[config.mk]
export PLATFORM = sky130hd
export DESIGN_NAME = dcache_dm_wt_flat
export DESIGN_NICKNAME = d
export VERILOG_FILES = /design/src/rtl/dcache_dm_wt_if.sv /design/src/rtl/dcache_dm_wt.sv /design/src/flat_wrapper.sv
export SDC_FILE = /design/constraint.sdc
export NUM_CORES = 2
export LEC_CHECK = 0
export CAP_MARGIN = 5
export CELL_PAD_IN_SITES_DETAIL_PLACEMENT = 0
export CELL_PAD_IN_SITES_GLOBAL_PLACEMENT = 2
export CORE_MARGIN = 4
export CORE_UTILIZATION = 45
export CTS_BUF_LIST = sky130_fd_sc_hd__clkbuf_8
export DETAILED_ROUTE_END_ITERATION = 8
export PLACE_DENSITY = 0.8
export SYNTH_ARGS = -nofsm -noshare
export SYNTH_HDL_FRONTEND = slang
export SYNTH_SLANG_ARGS = --single-unit
[constraint.sdc]
create_clock -name clk -period 7.7 [get_ports clk]
set_input_delay 1.925 -clock clk [delete_from_list [all_inputs] [get_ports clk]]
set_output_delay 1.925 -clock clk [all_outputs]
set_load 0.02 [all_outputs]
[src/rtl/dcache_dm_wt_if.sv]
// Core-side and memory-side signals of the write-through data cache.
// The slave modport is the cache's view, and the master modport is the core/memory side.
interface dcache_dm_wt_if #(
    parameter int unsigned ADDR_WIDTH = 32
) ();
    logic [ADDR_WIDTH-1:0] address;
    logic [31:0]           data_in;
    logic                  write_enable;
    logic [31:0]           data_out;
    logic                  data_out_valid;
    logic                  busy;

    logic                  mem_req;
    logic                  mem_we;
    logic [ADDR_WIDTH-1:0] mem_addr;
    logic [31:0]           mem_wdata;
    logic [31:0]           mem_rdata;
    logic                  mem_ready;

    modport slave (
        input  address, data_in, write_enable, mem_rdata, mem_ready,
        output data_out, data_out_valid, busy, mem_req, mem_we, mem_addr, mem_wdata
    );

    modport master (
        output address, data_in, write_enable, mem_rdata, mem_ready,
        input  data_out, data_out_valid, busy, mem_req, mem_we, mem_addr, mem_wdata
    );
endinterface

[src/rtl/dcache_dm_wt.sv]
// Direct-mapped, write-through, write-allocate data cache with one 32-bit word per line.
// Reads hit combinationally. Misses and all writes go to a request/ready memory port.
module dcache_dm_wt #(
    parameter int unsigned ADDR_WIDTH = 32,
    parameter int unsigned LINES_LOG2 = 6
) (
    input  logic          clk,
    input  logic          rst,
    dcache_dm_wt_if.slave bus
);
    localparam int unsigned Lines = 1 << LINES_LOG2;
    localparam int unsigned TagW  = ADDR_WIDTH - LINES_LOG2 - 2;

    typedef enum logic [1:0] {StIdle, StFill, StWrite} state_e;

    state_e                state_q, state_d;
    logic [Lines-1:0]      valid_q, valid_d;
    logic                  mem_req_q, mem_req_d;
    logic                  mem_we_q, mem_we_d;
    logic [ADDR_WIDTH-1:0] mem_addr_q, mem_addr_d;
    logic [31:0]           mem_wdata_q, mem_wdata_d;

    logic [31:0]           data_arr [Lines];
    logic [TagW-1:0]       tag_arr  [Lines];

    logic [ADDR_WIDTH-1:0] word_addr;
    logic [LINES_LOG2-1:0] idx, fill_idx, arr_idx;
    logic [TagW-1:0]       tag, fill_tag, arr_tag;
    logic [31:0]           arr_wdata;
    logic                  arr_we;
    logic                  hit;

    assign word_addr = bus.address & ~ADDR_WIDTH'(3);
    assign idx       = bus.address[LINES_LOG2+1:2];
    assign tag       = bus.address[ADDR_WIDTH-1:LINES_LOG2+2];
    // The outstanding fill's line is recovered from the latched request address.
    assign fill_idx  = mem_addr_q[LINES_LOG2+1:2];
    assign fill_tag  = mem_addr_q[ADDR_WIDTH-1:LINES_LOG2+2];

    assign hit = (state_q == StIdle) && valid_q[idx] && (tag_arr[idx] == tag) &&
                 !bus.write_enable;

    assign bus.data_out_valid = hit;
    assign bus.data_out       = hit ? data_arr[idx] : 32'h0;
    assign bus.busy           = (state_q != StIdle);
    assign bus.mem_req        = mem_req_q;
    assign bus.mem_we         = mem_we_q;
    assign bus.mem_addr       = mem_addr_q;
    assign bus.mem_wdata      = mem_wdata_q;

    always_comb begin
        state_d     = state_q;
        valid_d     = valid_q;
        mem_req_d   = mem_req_q;
        mem_we_d    = mem_we_q;
        mem_addr_d  = mem_addr_q;
        mem_wdata_d = mem_wdata_q;
        arr_we      = 1'b0;
        arr_idx     = idx;
        arr_tag     = tag;
        arr_wdata   = bus.data_in;

        unique case (state_q)
            StIdle: begin
                if (bus.write_enable) begin
                    arr_we       = 1'b1;
                    valid_d[idx] = 1'b1;
                    mem_addr_d   = word_addr;
                    mem_wdata_d  = bus.data_in;
                    mem_we_d     = 1'b1;
                    mem_req_d    = 1'b1;
                    state_d      = StWrite;
                end else if (!hit) begin
                    mem_addr_d = word_addr;
                    mem_we_d   = 1'b0;
                    mem_req_d  = 1'b1;
                    state_d    = StFill;
                end
            end
            StFill: begin
                if (bus.mem_ready && mem_req_q) begin
                    arr_we            = 1'b1;
                    arr_idx           = fill_idx;
                    arr_tag           = fill_tag;
                    arr_wdata         = bus.mem_rdata;
                    valid_d[fill_idx] = 1'b1;
                    mem_req_d         = 1'b0;
                    state_d           = StIdle;
                end
            end
            StWrite: begin
                if (bus.mem_ready && mem_req_q) begin
                    mem_req_d = 1'b0;
                    state_d   = StIdle;
                end
            end
            default: state_d = StIdle;
        endcase
    end

    always_ff @(posedge clk) begin
        if (rst) begin
            state_q     <= StIdle;
            valid_q     <= '0;
            mem_req_q   <= 1'b0;
            mem_we_q    <= 1'b0;
            mem_addr_q  <= '0;
            mem_wdata_q <= '0;
        end else begin
            state_q     <= state_d;
            valid_q     <= valid_d;
            mem_req_q   <= mem_req_d;
            mem_we_q    <= mem_we_d;
            mem_addr_q  <= mem_addr_d;
            mem_wdata_q <= mem_wdata_d;
        end
    end

    // Data and tag arrays are not reset. The valid vector alone marks them stale.
    always_ff @(posedge clk) begin
        if (arr_we && !rst) begin
            data_arr[arr_idx] <= arr_wdata;
            tag_arr[arr_idx]  <= arr_tag;
        end
    end
endmodule
[src/flat_wrapper.sv]
// flat-port wrapper written by rule: the top's interface ports become plain ports
module dcache_dm_wt_flat 
#(
    parameter int unsigned ADDR_WIDTH = 32,
    parameter int unsigned LINES_LOG2 = 6
)
  (clk, rst, bus_address, bus_data_in, bus_write_enable, bus_mem_rdata, bus_mem_ready, bus_data_out, bus_data_out_valid, bus_busy, bus_mem_req, bus_mem_we, bus_mem_addr, bus_mem_wdata);
  dcache_dm_wt_if #(.ADDR_WIDTH(ADDR_WIDTH)) bus_i ();
  input  logic clk;
  input  logic rst;
  input wire logic [$bits(bus_i.address)-1:0] bus_address;
  input wire logic [$bits(bus_i.data_in)-1:0] bus_data_in;
  input wire logic [$bits(bus_i.write_enable)-1:0] bus_write_enable;
  input wire logic [$bits(bus_i.mem_rdata)-1:0] bus_mem_rdata;
  input wire logic [$bits(bus_i.mem_ready)-1:0] bus_mem_ready;
  output wire logic [$bits(bus_i.data_out)-1:0] bus_data_out;
  output wire logic [$bits(bus_i.data_out_valid)-1:0] bus_data_out_valid;
  output wire logic [$bits(bus_i.busy)-1:0] bus_busy;
  output wire logic [$bits(bus_i.mem_req)-1:0] bus_mem_req;
  output wire logic [$bits(bus_i.mem_we)-1:0] bus_mem_we;
  output wire logic [$bits(bus_i.mem_addr)-1:0] bus_mem_addr;
  output wire logic [$bits(bus_i.mem_wdata)-1:0] bus_mem_wdata;
  assign bus_i.address = bus_address;
  assign bus_i.data_in = bus_data_in;
  assign bus_i.write_enable = bus_write_enable;
  assign bus_i.mem_rdata = bus_mem_rdata;
  assign bus_i.mem_ready = bus_mem_ready;
  assign bus_data_out = bus_i.data_out;
  assign bus_data_out_valid = bus_i.data_out_valid;
  assign bus_busy = bus_i.busy;
  assign bus_mem_req = bus_i.mem_req;
  assign bus_mem_we = bus_i.mem_we;
  assign bus_mem_addr = bus_i.mem_addr;
  assign bus_mem_wdata = bus_i.mem_wdata;
  dcache_dm_wt #(.ADDR_WIDTH(ADDR_WIDTH), .LINES_LOG2(LINES_LOG2)) u_core (.clk(clk), .rst(rst), .bus(bus_i));
endmodule
==> results.ini <==
[status]
status = finished with violations
violations = setup timing

[pwr]
p_leak_nw = 54.9
irDropWorstVdd_mv = 0.201
power.density_mw_per_mm2 = 248

[worst_setup_path]
r2r-end = u_core.tag_arr[34][7]
rr_startpoint = u_core.state_q[0]
r2r_cells = 8
end_kind = output pin
worst-r2r-setup-slack_ps = 2310
start_kind = input port
crit_arrival_ps = 6040
required_ps = 5780
crit_type = in -> out
path_max_fanout = 17

[die]
die_area_mm2 = 0.320
coreArea_mm2 = 0.309
die_h_um = 566
rows = 204
die_x_um = 566
start_util_pct = 45.3
io_pins = 200

[sta]
tightest_slew_ps = 1400
fmax_mhz = 126
setup_violations = 32
fin_crit_ps = 7970
finalSetupTns_ps = -4860
min_period_over_period_pct = 103
rsz0062_at_grt = true
finClkSkew_ps = 95.7
whs_ps = 455
setup_slack_ps = -266
max-slew-margin-rel_pct = 6.40
report.final.slew_viol_count = 0
hold_violations = 0

[min_path]
worstHoldEndpoint = u_core.bus.mem_wdata[9]
worstHoldStart = u_core.bus.mem_wdata[9]
hold_class = reg -> reg
worstHoldPathCells = 2

[cells_and_area]
syn_to_final_growth_pct = 19.1
drive_above_1_share_pct = 23.8
final_cell_area_mm2 = 0.167
final_common_cell = edfxtp_1
final_cell_mix = edfxtp_1 (3584), o22ai_1 (890), buf_4 (754), clkbuf_8 (605), mux2i_1 (392)
layout.nets = 9239

[routing]
dr.pass1.iters = 6
vias = 90900
avgRoutedWirePerCell_um = 38.0
wl_um = 521000
detail-route-antenna-nets = 0
first_iter_violations = 16400
via_per_inst = 6.62
drc = 0

[global_route]
grt_max_degree = 91
grt_pass1_vias = 86100
overflow = 0
antenna_found_initial = 24
grt_pass1_wl_um = 700000
grt_util_all_layers_pct = 31.3

[clocking]
path_clk_slew_ps = 50
clkLatencyLatePin_ps = 1210
h-tree-depth = 6
cts_sinks = 3714
cts_tree = yes
hold_buffers = 0
cts_buffer_depth = 4
cts_made_buffers = 595
root_buffer = clkbuf_8

[yosys]
ys_types = 81
syn-cell-area_mm2 = 0.140
yosys_warnings = 0
ys_ff_latch = 3714
syn_inst = 7955
avgSynthCellArea_um2 = 17.6
synth_edf_count = 3584
ys_seq_area_share_pct = 78.6
async_flop_share_pct = 0
synth_flop_cell = edfxtp_1

[flow_run]
maxCapViolations = 0

[placed_design]
io_buffers = 195
hpwlAfterDp_um = 285000
pre_cts_ws_ps = -951
place.gp.congestion = 0.874
placed_cell_area_mm2 = 0.154

[state kept, by name (all words and copies together), names as in the netlist]
name	cells
u_core.state_q	2
u_core.bus.mem_addr	30
u_core.bus.mem_wdata	32
u_core.valid_q	64
u_core.bus.mem_we	1
u_core.bus.mem_req	1
u_core.data_arr	2048
u_core.tag_arr	1536
[stage by stage]
step | std cells | power [W] | util (%)
2_1_floorplan | 7956 | 0.0245 | -
3_3_place_gp | 12600 | 0.0259 | 49.8
3_5_place_dp | 12600 | 0.0260 | 49.8
4_1_cts | 13700 | 0.0414 | 53.7
5_1_grt | 13700 | 0.0426 | 53.9
6_report | 13700 | 0.0414 | 54.0
[layout make-up]
cell class                      count  area [µm²]
Clock inverter                    440        2430
Fill cell                       24200      142000
Timing Repair Buffer             1128       11300
Tap cell                         4120        5150
Inverter                            8        37.5
Multi-Input combinational cell   3689       29400
Antenna cell                       17        42.5
Clock buffer                      605        8330
Sequential cell                  3714      110000
[routing by layer]
metal  part of all wire, %  wire [µm]  vias to the layer above  track usage [%]
met5                 0.010         54                        -                0
met4                   5.8      30200                        8             15.9
met3                    14      71400                     1532             7.84
met2                    45     233000                     7714             47.2
met1                    36     187000                    46400             42.4
li1                      -          -                    35300                -
[worst max path at each step]
stage	to	cells past startpoint	slack [ps]	from
after floorplan	bus_data_out[12]	15	-50	bus_address[4]
after global placement	bus_data_out[13]	16	-1090	bus_address[4]
after detailed placement	bus_data_out[13]	16	-950	bus_address[4]
after CTS	bus_data_out[15]	20	-310	bus_address[2]
after global routing	bus_data_out[28]	19	-290	bus_address[4]
final	bus_data_out[28]	19	-270	bus_address[7]
[report_power, final]
group / switching [W] / internal (W) / leakage, nW
logic: 0.00216 / 0.00101 / 15.5
registers: 0.0000579 / 0.0225 / 33.3
clock network: 0.00796 / 0.00770 / 6.16
total: 0.0102 / 0.0312 / 54.9
[cells by family (layout without fill, tap and decap cells)]
family | Yosys count | after routing | synth area share, %
simple gates | 1193 | 1193 | 4.28
fa+ha+maj | 3 | 3 | 0.0268
xor+xnor | 25 | 25 | 0.156
mux | 687 | 687 | 6.69
compound gates | 1779 | 1779 | 8.55
flops | 3714 | 3714 | 78.6
buf+inv | 553 | 2181 | 1.65
other cells | 1 | 19 | 0.00268
[worst max-delay path: stages]
cell and delay, ps:
buf_4 230, buf_12 210, buf_4 310, or3b_4 330, buf_4 290, nor3_1 110, nor4_2 300, buf_4 160
nand4_1 90, buf_6 170, xor2_1 160, or2_4 250, nor4b_4 380, nand2_4 90, buf_12 180, buf_16 180
nor4_4 310, buf_4 190, buf_6 110
[Yosys cell counts, types with 67 or more instances]
master | n | share of area (%)
edfxtp_1 | 3584 | 77
o22ai_1 | 896 | 4.0
mux2i_1 | 394 | 2.8
nand2_1 | 387 | 1.0
clkbuf_1 | 313 | 0.84
nor2_1 | 291 | 0.78
a21oi_1 | 212 | 0.76
mux4_2 | 190 | 3.1
o221ai_1 | 135 | 0.84
dfxtp_1 | 130 | 1.9
a22oi_1 | 117 | 0.63
buf_2 | 110 | 0.39
nor4_1 | 106 | 0.47
mux2_2 | 103 | 0.83
buf_1 | 98 | 0.26
nand2b_1 | 94 | 0.42
nor3_1 | 89 | 0.32
o21ai_0 | 82 | 0.29
a221oi_1 | 67 | 0.42
[timing repair]
item / CTS / global route
gates cloned: 8 / 4
setup endpoints to repair: 33 / 33
resized for setup: 143 / 109
setup buffers: 19 / 28
pin swaps: 37 / 39
Power figures use the tool's default switching activity.
